[src/rtl/ex_muldiv_unit.sv]
// Iterative RV32M multiply/divide unit for the EX stage.
// One op at a time: 32-cycle shift-add multiply or restoring divide, with
// divide-by-zero and signed-overflow cases resolved in a single cycle.
// stall_req freezes the front of the pipeline until the result is ready.
module ex_muldiv_unit #(
  parameter int XLEN  = 32,
  parameter int CNT_W = 6
) (
  input  logic            clk,
  input  logic            reset,
  input  logic            flush,
  input  logic            start,
  input  logic [2:0]      funct3,
  input  logic [XLEN-1:0] op_a,
  input  logic [XLEN-1:0] op_b,
  input  logic [4:0]      regdest_in,
  output logic            busy,
  output logic            stall_req,
  output logic            done,
  output logic [XLEN-1:0] result,
  output logic [4:0]      regdest_out
);

  typedef enum logic [1:0] {
    ST_IDLE = 2'd0,
    ST_MUL  = 2'd1,
    ST_DIV  = 2'd2,
    ST_DONE = 2'd3
  } state_t;

  state_t              state_r, state_nxt_s;
  logic [2:0]          funct3_r;
  logic [4:0]          rd_r;
  logic                neg_r;
  logic [CNT_W-1:0]    cnt_r;
  logic [2*XLEN-1:0]   acc_r, mcand_r;
  logic [XLEN-1:0]     mplier_r, rem_r, quo_r, divisor_r;
  logic [XLEN-1:0]     result_r;
  logic [4:0]          regdest_out_r;

  logic                accept_s, last_s;
  logic                a_sgn_s, b_sgn_s, neg_s, special_s;
  logic [XLEN-1:0]     abs_a_s, abs_b_s, special_res_s;
  logic [2*XLEN-1:0]   mul_acc_nxt_s, prod_s;
  logic [XLEN:0]       div_shift_s, div_diff_s;
  logic [XLEN-1:0]     div_rem_nxt_s, div_quo_nxt_s, quo_s, rem_s, fin_res_s;

  assign accept_s = (state_r == ST_IDLE) && start && !flush;
  assign last_s   = (cnt_r == CNT_W'(XLEN - 1));

  // Operand preparation at accept: sign handling, magnitudes and special cases.
  always_comb begin
    a_sgn_s       = 1'b0;
    b_sgn_s       = 1'b0;
    neg_s         = 1'b0;
    special_s     = 1'b0;
    special_res_s = {XLEN{1'b0}};
    case (funct3)
      3'b001:  begin a_sgn_s = op_a[XLEN-1]; b_sgn_s = op_b[XLEN-1]; neg_s = a_sgn_s ^ b_sgn_s; end
      3'b010:  begin a_sgn_s = op_a[XLEN-1]; neg_s = a_sgn_s; end
      3'b100:  begin a_sgn_s = op_a[XLEN-1]; b_sgn_s = op_b[XLEN-1]; neg_s = a_sgn_s ^ b_sgn_s; end
      3'b110:  begin a_sgn_s = op_a[XLEN-1]; b_sgn_s = op_b[XLEN-1]; neg_s = a_sgn_s; end
      default: begin a_sgn_s = 1'b0; b_sgn_s = 1'b0; neg_s = 1'b0; end
    endcase
    abs_a_s = a_sgn_s ? (~op_a + 32'd1) : op_a;
    abs_b_s = b_sgn_s ? (~op_b + 32'd1) : op_b;
    if (funct3[2] && (op_b == 32'd0)) begin
      special_s     = 1'b1;
      special_res_s = funct3[1] ? op_a : 32'hFFFF_FFFF;
    end else if (funct3[2] && !funct3[0] && (op_a == 32'h8000_0000) && (op_b == 32'hFFFF_FFFF)) begin
      special_s     = 1'b1;
      special_res_s = funct3[1] ? 32'd0 : 32'h8000_0000;
    end else begin
      special_s     = 1'b0;
      special_res_s = {XLEN{1'b0}};
    end
  end

  // One iteration step of both datapaths plus the final sign-corrected result.
  always_comb begin
    mul_acc_nxt_s = acc_r + (mplier_r[0] ? mcand_r : 64'd0);
    div_shift_s   = {rem_r, quo_r[XLEN-1]};
    div_diff_s    = div_shift_s - {1'b0, divisor_r};
    if (div_shift_s >= {1'b0, divisor_r}) begin
      div_rem_nxt_s = div_diff_s[XLEN-1:0];
      div_quo_nxt_s = {quo_r[XLEN-2:0], 1'b1};
    end else begin
      div_rem_nxt_s = div_shift_s[XLEN-1:0];
      div_quo_nxt_s = {quo_r[XLEN-2:0], 1'b0};
    end
    prod_s = neg_r ? (64'd0 - mul_acc_nxt_s) : mul_acc_nxt_s;
    quo_s  = neg_r ? (32'd0 - div_quo_nxt_s) : div_quo_nxt_s;
    rem_s  = neg_r ? (32'd0 - div_rem_nxt_s) : div_rem_nxt_s;
    case (funct3_r)
      3'b000:  fin_res_s = prod_s[XLEN-1:0];
      3'b001,
      3'b010,
      3'b011:  fin_res_s = prod_s[2*XLEN-1:XLEN];
      3'b100,
      3'b101:  fin_res_s = quo_s;
      3'b110,
      3'b111:  fin_res_s = rem_s;
      default: fin_res_s = {XLEN{1'b0}};
    endcase
  end

  // Next-state logic; flush always returns to IDLE and beats start.
  always_comb begin
    state_nxt_s = state_r;
    if (flush) begin
      state_nxt_s = ST_IDLE;
    end else begin
      case (state_r)
        ST_IDLE: begin
          if (start) begin
            if (!funct3[2])     state_nxt_s = ST_MUL;
            else if (special_s) state_nxt_s = ST_DONE;
            else                state_nxt_s = ST_DIV;
          end else begin
            state_nxt_s = ST_IDLE;
          end
        end
        ST_MUL:  state_nxt_s = last_s ? ST_DONE : ST_MUL;
        ST_DIV:  state_nxt_s = last_s ? ST_DONE : ST_DIV;
        ST_DONE: state_nxt_s = ST_IDLE;
        default: state_nxt_s = ST_IDLE;
      endcase
    end
  end

  // State, operand/datapath registers and the registered result.
  always_ff @(posedge clk) begin
    if (reset) begin
      state_r       <= ST_IDLE;
      funct3_r      <= 3'd0;
      rd_r          <= 5'd0;
      neg_r         <= 1'b0;
      cnt_r         <= {CNT_W{1'b0}};
      acc_r         <= 64'd0;
      mcand_r       <= 64'd0;
      mplier_r      <= 32'd0;
      rem_r         <= 32'd0;
      quo_r         <= 32'd0;
      divisor_r     <= 32'd0;
      result_r      <= 32'd0;
      regdest_out_r <= 5'd0;
    end else begin
      state_r <= state_nxt_s;
      case (state_r)
        ST_IDLE: begin
          if (accept_s) begin
            funct3_r  <= funct3;
            rd_r      <= regdest_in;
            neg_r     <= neg_s;
            cnt_r     <= {CNT_W{1'b0}};
            acc_r     <= 64'd0;
            mcand_r   <= {32'd0, abs_a_s};
            mplier_r  <= abs_b_s;
            rem_r     <= 32'd0;
            quo_r     <= abs_a_s;
            divisor_r <= abs_b_s;
            if (special_s) begin
              result_r      <= special_res_s;
              regdest_out_r <= regdest_in;
            end
          end
        end
        ST_MUL: begin
          acc_r    <= mul_acc_nxt_s;
          mcand_r  <= {mcand_r[2*XLEN-2:0], 1'b0};
          mplier_r <= {1'b0, mplier_r[XLEN-1:1]};
          cnt_r    <= cnt_r + CNT_W'(1);
          if (last_s && !flush) begin
            result_r      <= fin_res_s;
            regdest_out_r <= rd_r;
          end
        end
        ST_DIV: begin
          rem_r <= div_rem_nxt_s;
          quo_r <= div_quo_nxt_s;
          cnt_r <= cnt_r + CNT_W'(1);
          if (last_s && !flush) begin
            result_r      <= fin_res_s;
            regdest_out_r <= rd_r;
          end
        end
        default: cnt_r <= cnt_r;
      endcase
    end
  end

  assign busy        = (state_r != ST_IDLE);
  assign done        = (state_r == ST_DONE);
  assign stall_req   = accept_s || (state_r == ST_MUL) || (state_r == ST_DIV);
  assign result      = result_r;
  assign regdest_out = regdest_out_r;

endmodule

[config.mk]
export PLATFORM = sky130hd
export DESIGN_NAME = ex_muldiv_unit
export DESIGN_NICKNAME = d
export VERILOG_FILES = /design/src/rtl/ex_muldiv_unit.sv
export SDC_FILE = /design/constraint.sdc
export NUM_CORES = 1
export LEC_CHECK = 0
export ABC_AREA = 1
export BUFFER_PORTS_ARGS = -buffer_cell sky130_fd_sc_hd__buf_2
export CORE_ASPECT_RATIO = 1.4
export CORE_MARGIN = 2
export CORE_UTILIZATION = 58
export CTS_BUF_LIST = sky130_fd_sc_hd__clkbuf_16
export CTS_CLUSTER_DIAMETER = 30
export DETAILED_ROUTE_END_ITERATION = 8
export HOLD_SLACK_MARGIN = 0.15
export PLACE_DENSITY = 0.85
export SYNTH_ARGS = -nofsm -noshare
export SYNTH_HDL_FRONTEND = slang
export SYNTH_SLANG_ARGS = --single-unit
[constraint.sdc]
create_clock -name clk -period 3.7 [get_ports clk]
set_clock_uncertainty 0.15 [all_clocks]
set_input_delay 0.37 -clock clk [delete_from_list [all_inputs] [get_ports clk]]
set_output_delay 0.37 -clock clk [all_outputs]
set_load 0.01 [all_outputs]
==> results.toml, run 1 <==
[synthesis]
synth-compound-area-share_pct = 16.1
synth_async_sr_flop_share_pct = 0
netlist.area_leader.share_pct = 23.1
synth_xor_area_share_pct = 2.81
synth.avg_cell_area_um2 = 5.51
yosys.area_share.simple_pct = 41.9
synth_cell_types = 55
synthAdderAreaFrac_pct = 4.86
ys.flop_type = "dfxtp_1"
synth_area_leader_cell = "nand2_1"
synth_nets = 5340
yosys_warnings = 0
ys_seq_area_share_pct = 21.9
synth_mux_area_share_pct = 0
synth_edf_count = 0
synth_cells = 5155
synth_top_family_by_area = "simple AND/OR/NAND/NOR gates"
syn-cell-area_um2 = 28400
ys_ff_latch = 310
ys_top_cells_by_area = "nand2_1 23%, dfxtp_1 22%, inv_1 9.6%"

[global_route]
grt.total_usage_pct = 82.2
grt_pass1_wl_um = 324000
gr-total-overflow = 377
grt_max_degree = 186
grt_pass1_vias = 48407

[status]
outcome = "did not finish"
error = "[ERROR GRT-0116] Global routing finished with congestion. Check the congestion regions in the DRC Viewer."
lastStage = "global routing"

[placement]
place.gp.congestion = 1.14
port_buffers = 115
dp_hpwl_um = 106000

[die]
ioPinCount = 116
initial_core_util_pct = 59.0
rows = 95
die_y_um = 266
die_w_um = 191

[clock_tree]
clockRootBuffer = "clkbuf_16"
cts_buffers = 70
htreeDepth = 3
clk_path_buf_depth = 3
clkSinkCount = 310
[metal layers]
layer	overflow	global-route usage, %
met3	3	68.1
met1	4	80.9
met2	221	97.2
met5	0	26.6
met4	149	87.4
[Yosys cell counts, types with 57 or more instances]
master,n
a21oi_1,504
clkbuf_1,144
dfxtp_1,310
ha_1,107
inv_1,726
nand2_1,1747
nand3_1,328
nand4_1,79
nor2_1,505
nor3_1,58
o21ai_0,263
xor2_1,57
[repair_timing]
action | 4_1_cts
hold endpoints to repair | 77
endpoints found under the setup margin | 33
hold buffers | 53
pin swaps | 43
buffers inserted | 20
cloned | 2
resized for setup | 359
[kinds of logic after synthesis]
| group | after synthesis |
|---|---|
| and+or+nand+nor | 2856 |
| DFF | 310 |
| xor gates and xnor gates | 91 |
| buffers and inverters | 924 |
| AOI/OAI and AO/OA | 865 |
| adders and majority gates | 109 |
[per-stage QoR]
step	util, %	worst slack [ns]	TNS [ns]	cells	instance area [µm²]
CTS	83.5	-0.257	-3.82	6751	40200
global placement	73.6	-0.535	-12.12	6548	35400
floorplan	-	-0.0245	-0.0245	5155	28400
detailed placement	73.6	-0.576	-13.26	6548	35400
==> run 2: changes to the inputs <==
==> config.mk (replaced) <==
export PLATFORM = sky130hd
export DESIGN_NAME = ex_muldiv_unit
export DESIGN_NICKNAME = d
export VERILOG_FILES = /design/src/rtl/ex_muldiv_unit.sv
export SDC_FILE = /design/constraint.sdc
export NUM_CORES = 1
export LEC_CHECK = 0
export ABC_AREA = 1
export BUFFER_PORTS_ARGS = -buffer_cell sky130_fd_sc_hd__buf_2
export CORE_MARGIN = 2
export CORE_UTILIZATION = 40
export DETAILED_ROUTE_END_ITERATION = 8
export PLACE_DENSITY_LB_ADDON = 0.15
export SYNTH_ARGS = -nofsm -noshare
export SYNTH_HDL_FRONTEND = slang
export SYNTH_SLANG_ARGS = --single-unit
==> constraint.sdc (replaced) <==
create_clock -name clk -period 4.8 [get_ports clk]
set_clock_uncertainty 0.15 [all_clocks]
set_input_delay 0.48 -clock clk [delete_from_list [all_inputs] [get_ports clk]]
set_output_delay 0.48 -clock clk [all_outputs]
set_load 0.01 [all_outputs]
==> run 2 against run 1 <==
Effect of this change:
- the run now ends clean
- area after synthesis is the same
- synthesized cell count is the same
==> results.toml, run 2 <==
[clock_tree]
clkLatencyLatePin_ns = 0.61
cts_buffers = 43
clk_path_buf_depth = 3
clockRootBuffer = "clkbuf_16"
cts_tree = "built"
htreeDepth = 2
clkSinkCount = 310
path_clk_slew_ns = 0.06

[worst_hold_path]
hold_class = "in -> reg"

[critical_path]
startpoint_type = "register"
cp.required_ns = 5.09
worstSetupPathType = "reg -> reg"
cp-end-kind = "register"
path_max_fanout = 48
critPathArrivalTime_ns = 4.93

[die]
fp.coreArea_um2 = 70100
die_area_um2 = 73100
die_y_um = 270
initial_core_util_pct = 40.5
die_w_um = 270
rows = 97
ioPinCount = 116

[sta]
fin_crit_sh_pct = 96.7
hold_ws_ns = 0.0473
slew_headroom_pct = 27.3
fmax_ghz = 0.215
worst_slew_pin_slew_ns = 1.09
drv_slew = 0
setup_viol = 0
hold_violations = 0
setup_tns_ns = 0
rsz0062_at_grt = "no"
period_needed_ns = 4.64

[global_route]
grt_pass1_wl_um = 182000
grt_max_degree = 107
grt_pass1_vias = 29988
gr-total-overflow = 0
antenna_found_initial = 2
grt.total_usage_pct = 31.9

[power]
combPwrFrac_pct = 20.8
finalPower_w = 0.00771
p_leak_nw = 16.5
powerDensity_nw_per_um2 = 244
p_sw_share_pct = 33.4
p_sw_w = 0.00257
pwr-share-clk_pct = 43.5
ir_worst_vdd_v = 0.000264
p_int_w = 0.00514
power_frac_seq_pct = 35.7

[synthesis]
synth_cell_types = 55
synth.avg_cell_area_um2 = 5.51
ys.flop_type = "dfxtp_1"
ys_ff_latch = 310
netlist.area_leader.share_pct = 23.1
synth_nets = 5340
synth_most_common_cell = "nand2_1"
synth_area_leader_cell = "nand2_1"
ys_seq_area_share_pct = 21.9
synth_edf_count = 0
synth_async_sr_flop_share_pct = 0
synth_cells = 5155
yosys-top-cells-count = "1,747 x nand2_1, 726 x inv_1, 505 x nor2_1"
syn-cell-area_um2 = 28400
yosys_warnings = 0
ys_top_cells_by_area = "nand2_1 23%, dfxtp_1 22%, inv_1 9.6%"

[placement]
port_buffers = 115
place.gp.congestion = 1.01
dp_hpwl_um = 96700

[drt]
drt_iter0_markers = 3527
wl_met2_um = 50300
drt_wl_total_um = 121000
post_drt_via_cell_ratio = 5.41
top_layer_used = "met5"
post_drt_wl_per_cell_um = 19.5
met3WireLength_um = 10900
vias = 33477
wl_met1_um = 54800
final_antenna_net_count = 0
drtPass1Iterations = 8
drc = 0

[finish]
nFillCells = 7920
layout.nets = 5400
top_regs = "acc_r (64), mcand_r (64)"
areaGrowthSynthToFinish_pct = 11.4
utilization_pct = 45.1
layout_common_cells = "1,747 x nand2_1, 726 x inv_1, 503 x a21oi_1"
mostFrequentLayoutCell = "nand2_1"
drive_above_1_share_pct = 7.45

[status]
outcome = "complete, no violations"

[run]
drv_cap = 0
==> run 2: cell counts after synthesis <==
Identical to the previous run, type by type.
==> run 2: worst max-delay path, cell delays in order (launching register included) <==
cell and delay, ns:
dfxtp_2 0.33, buf_12 0.18, buf_6 0.21, nand2_1 0.07, inv_1 0.04, ha_1 0.48
nand2_1 0.18, inv_1 0.10, nand2_1 0.13, nor2_1 0.29, inv_1 0.13, nor2_1 0.27
and2_1 0.18, nand2_1 0.13, nand3_1 0.12, nand2_1 0.06, nand2_1 0.23, nand2_1 0.11
nor2_1 0.11, nand2_1 0.09, nor2_1 0.15, nand4_1 0.09, nand2_1 0.09, nand2_1 0.06
nand3_1 0.13, nand3_1 0.14, nand2_1 0.10, a21oi_1 0.06
==> run 2: logic make-up after synthesis <==
family | share of synthesized area, %
AND/OR/NAND/NOR | 41.9
buffers and inverters | 12.5
AO/OA/AOI/OAI | 16.1
flip-flops | 21.9
adder cells (fa/ha/maj) | 4.86
XOR/XNOR | 2.81
==> run 2: cell type report <==
class	instances	area [µm²]	area share, %
Sequential cell	310	6210	19.6
Antenna cell	1	2.50	0.00791
Multi-Input combinational cell	3921	18700	59.1
Tap cell	940	1180	3.72
Clock inverter	14	203	0.641
Timing Repair Buffer	194	1300	4.11
Clock buffer	63	1240	3.92
Inverter	745	2800	8.87
==> run 2: worst paths after layout <==
path	startpoint	end	slack (ns)	depth (start not counted)
worst max-delay path	mplier_r[0]	result[23]	0.16	27
worst min-delay path	flush	state_r[0]	0.05	4
worst max register to register	mplier_r[0]	result[23]	0.16	27
worst min register to register	result[29]	result[29]	0.31	2
==> run 2: metal layers <==
metal  vias up  track usage [%]
met5         -                0
met4         2             11.8
met3       206             4.65
met2      1420             48.0
met1     15384             45.9
li1      16465                -
==> run 2: through the flow <==
stage | instance area (µm²) | worst slack, ns | cells
3_5_place_dp | 30100 | 0.176 | 6105
5_1_grt | 31600 | 0.000222 | 6187
6_report | 31600 | 0.157 | 6188
2_1_floorplan | 28400 | 0.904 | 5155
4_1_cts | 31600 | 0.151 | 6187
3_3_place_gp | 30100 | 0.127 | 6105
==> run 2: power groups by stage <==
stage | sequential [W] | clock [W] | combinational [W]
final | 0.00275 | 0.00335 | 0.00160
after global routing | 0.00276 | 0.00351 | 0.00176
after CTS | 0.00275 | 0.00342 | 0.00156
after detailed placement | 0.00280 | 0 | 0.00155
after global placement | 0.00280 | 0 | 0.00155
after floorplan | 0.00275 | 0 | 0.00106
==> run 2: repair_timing <==
item	CTS	global route
resized for setup	0	9
endpoints found under the hold margin	10	0
hold buffers	5	0
setup buffers	0	0
setup endpoints to repair	0	19
(Power assumes the default switching activity.)
==> run 3: changes to the inputs <==
--- a/config.mk
+++ b/config.mk
@@ -7,6 +7,8 @@
 export LEC_CHECK = 0
 export ABC_AREA = 1
 export BUFFER_PORTS_ARGS = -buffer_cell sky130_fd_sc_hd__buf_2
+export CELL_PAD_IN_SITES_DETAIL_PLACEMENT = 1
+export CELL_PAD_IN_SITES_GLOBAL_PLACEMENT = 1
 export CORE_MARGIN = 2
 export CORE_UTILIZATION = 40
 export DETAILED_ROUTE_END_ITERATION = 8
==> run 3 against run 2 <==
Effect of this change:
- flip-flop and latch count is the same
- power up 3.4%
- sequential power barely moved
- worst setup slack gained 0.087 ns
- via count is 3.2% higher
==> results.toml, run 3 (synthesis results as in run 2) <==
[status]
outcome = "complete, no violations"

[clock_tree]
clkLatencyLatePin_ns = 0.60
cts_buffers = 41
cts_tree = "built"
clockRootBuffer = "clkbuf_16"
path_clk_slew_ns = 0.07
clkSinkCount = 310
htreeDepth = 2
clk_path_buf_depth = 3

[critical_path]
path_max_fanout = 25
cp.required_ns = 5.09
cp_num_buf_inv = 7
r2r_start = "mplier_r[0]"
startpoint_type = "register"
crit_slowest_cell = "fa_1"
crit_family = "simple AND/OR/NAND/NOR gates"
rr_worst_depth = 28
max_stage_delay_ns = 0.40
r2r_setup_slack_ns = 0.24
cp-end-kind = "register"
critPathArrivalTime_ns = 4.85
path_common_cell = "nand2_1"
worstSetupPathType = "reg -> reg"
timing.rr.end = "result[9]"

[power]
p_sw_share_pct = 33.6
p_int_w = 0.00529
combPwrFrac_pct = 21.3
powerDensity_nw_per_um2 = 247
finalPower_w = 0.00797
power_frac_seq_pct = 34.7
p_sw_w = 0.00267
ir_worst_vdd_v = 0.000253
pwr-share-clk_pct = 44.0
p_leak_nw = 16.9

[sta]
fin_crit_sh_pct = 94.9
period_needed_ns = 4.56
layout_setup_ws_ns = 0.244
fmax_ghz = 0.220
setup_viol = 0
hold_violations = 0
rsz0062_at_grt = "yes"
worst_slew_pin_slew_ns = 1.12
slew_headroom_pct = 24.9
hold_ws_ns = 0.0506
drv_slew = 0

[die]
die_area_um2 = 73100
rows = 97
ioPinCount = 116
die_y_um = 270
die_w_um = 270
fp.coreArea_um2 = 70100
initial_core_util_pct = 40.5

[placement]
port_buffers = 115
place.gp.congestion = 1.04
dp_slack_ns = 0.181
dp_hpwl_um = 112000

[drt]
drt_iter0_markers = 2126
post_drt_via_cell_ratio = 5.53
final_antenna_net_count = 0
drtPass1Iterations = 5
drc = 0
vias = 34540
drt_wl_total_um = 138000
post_drt_wl_per_cell_um = 22.2

[finish]
top_regs = "acc_r (64), mcand_r (64)"
drive_above_1_share_pct = 8.93
mostFrequentLayoutCell = "nand2_1"
utilization_pct = 45.9
layout_common_cells = "1,741 x nand2_1, 726 x inv_1, 499 x a21oi_1"
areaGrowthSynthToFinish_pct = 13.5
layout.nets = 5453

[worst_hold_path]
min_path_cells = 3
holdPathEnd = "state_r[1]"
min-delay-start = "start"
hold_class = "in -> reg"

[global_route]
antenna_found_initial = 7
grt_pass1_vias = 34838
grt_max_degree = 115
gr-total-overflow = 0
grt.total_usage_pct = 36.9
grt_pass1_wl_um = 208000

[run]
drv_cap = 0
-- run 3: cell count changes in the layout (fill, tap and decap cells not counted), moves of 4 or more --
cell       before   now
a21oi_2         9    13
bufinv_16       4     8
nand3_1       326   319
nor2_2         29    36
nand2_2        39    45
a21oi_1       503   499
buf_4          64   120
nand2_1      1747  1741
nand3_2         9    15
nor2_1        500   491
-- run 3: area by class of cell --
type	count	area [µm²]
fill	10194	37900
multi-input combinational	3921	18800
sequential	310	6210
inverter	745	2800
timing repair buffer	249	1700
clock buffer	58	1180
tap	940	1180
clock inverter	16	317
antenna	3	7.51
-- run 3: power groups by stage --
stage	Sequential, W	Combinational [W]	Clock (W)
floorplan	0.00275	0.00106	0
global placement	0.00281	0.00161	0
detailed placement	0.00281	0.00164	0
CTS	0.00276	0.00165	0.00356
global route	0.00277	0.00186	0.00364
finish	0.00276	0.00170	0.00351
-- run 3: worst max-delay path by stage --
stage,startpoint,to,slack (ns),cells past startpoint
2_1_floorplan,divisor_r[24],result[30],0.90,27
3_3_place_gp,rem_r[21],result[28],0.20,26
3_5_place_dp,mplier_r[0],result[24],0.18,29
4_1_cts,mplier_r[0],result[24],0.16,29
5_1_grt,mplier_r[0],result[19],-0.04,29
6_report,mplier_r[0],result[9],0.24,28
-- run 3: tightest hold or removal path, stage by stage --
cell     delay, ns
buf_2         0.12
nand3_1       0.08
a21oi_1       0.06
-- run 3: per-layer routing --
metal / part of all wire [%] / track usage, % / up-vias
met5: 0.033 / 0 / -
met4: 8.2 / 26.3 / 6
met3: 5.1 / 4.86 / 374
met2: 47 / 63.0 / 1006
met1: 40 / 42.5 / 16588
li1: - / - / 16566
-- run 3: metrics by stage --
stage / setup TNS [ns] / area (µm²) / cells
after floorplan: 0 / 28400 / 5155
after global placement: 0 / 30500 / 6157
after detailed placement: 0 / 30500 / 6157
after CTS: 0 / 32000 / 6236
after global routing: -0.0669 / 32200 / 6239
final: 0 / 32200 / 6242
-- run 3: repair_timing --
action                                  in CTS  in global routing
endpoints found under the hold margin        8                  0
resized for setup                            0                 42
endpoints found under the setup margin       0                 31
buffers inserted                             0                  3
hold buffers                                 5                  0
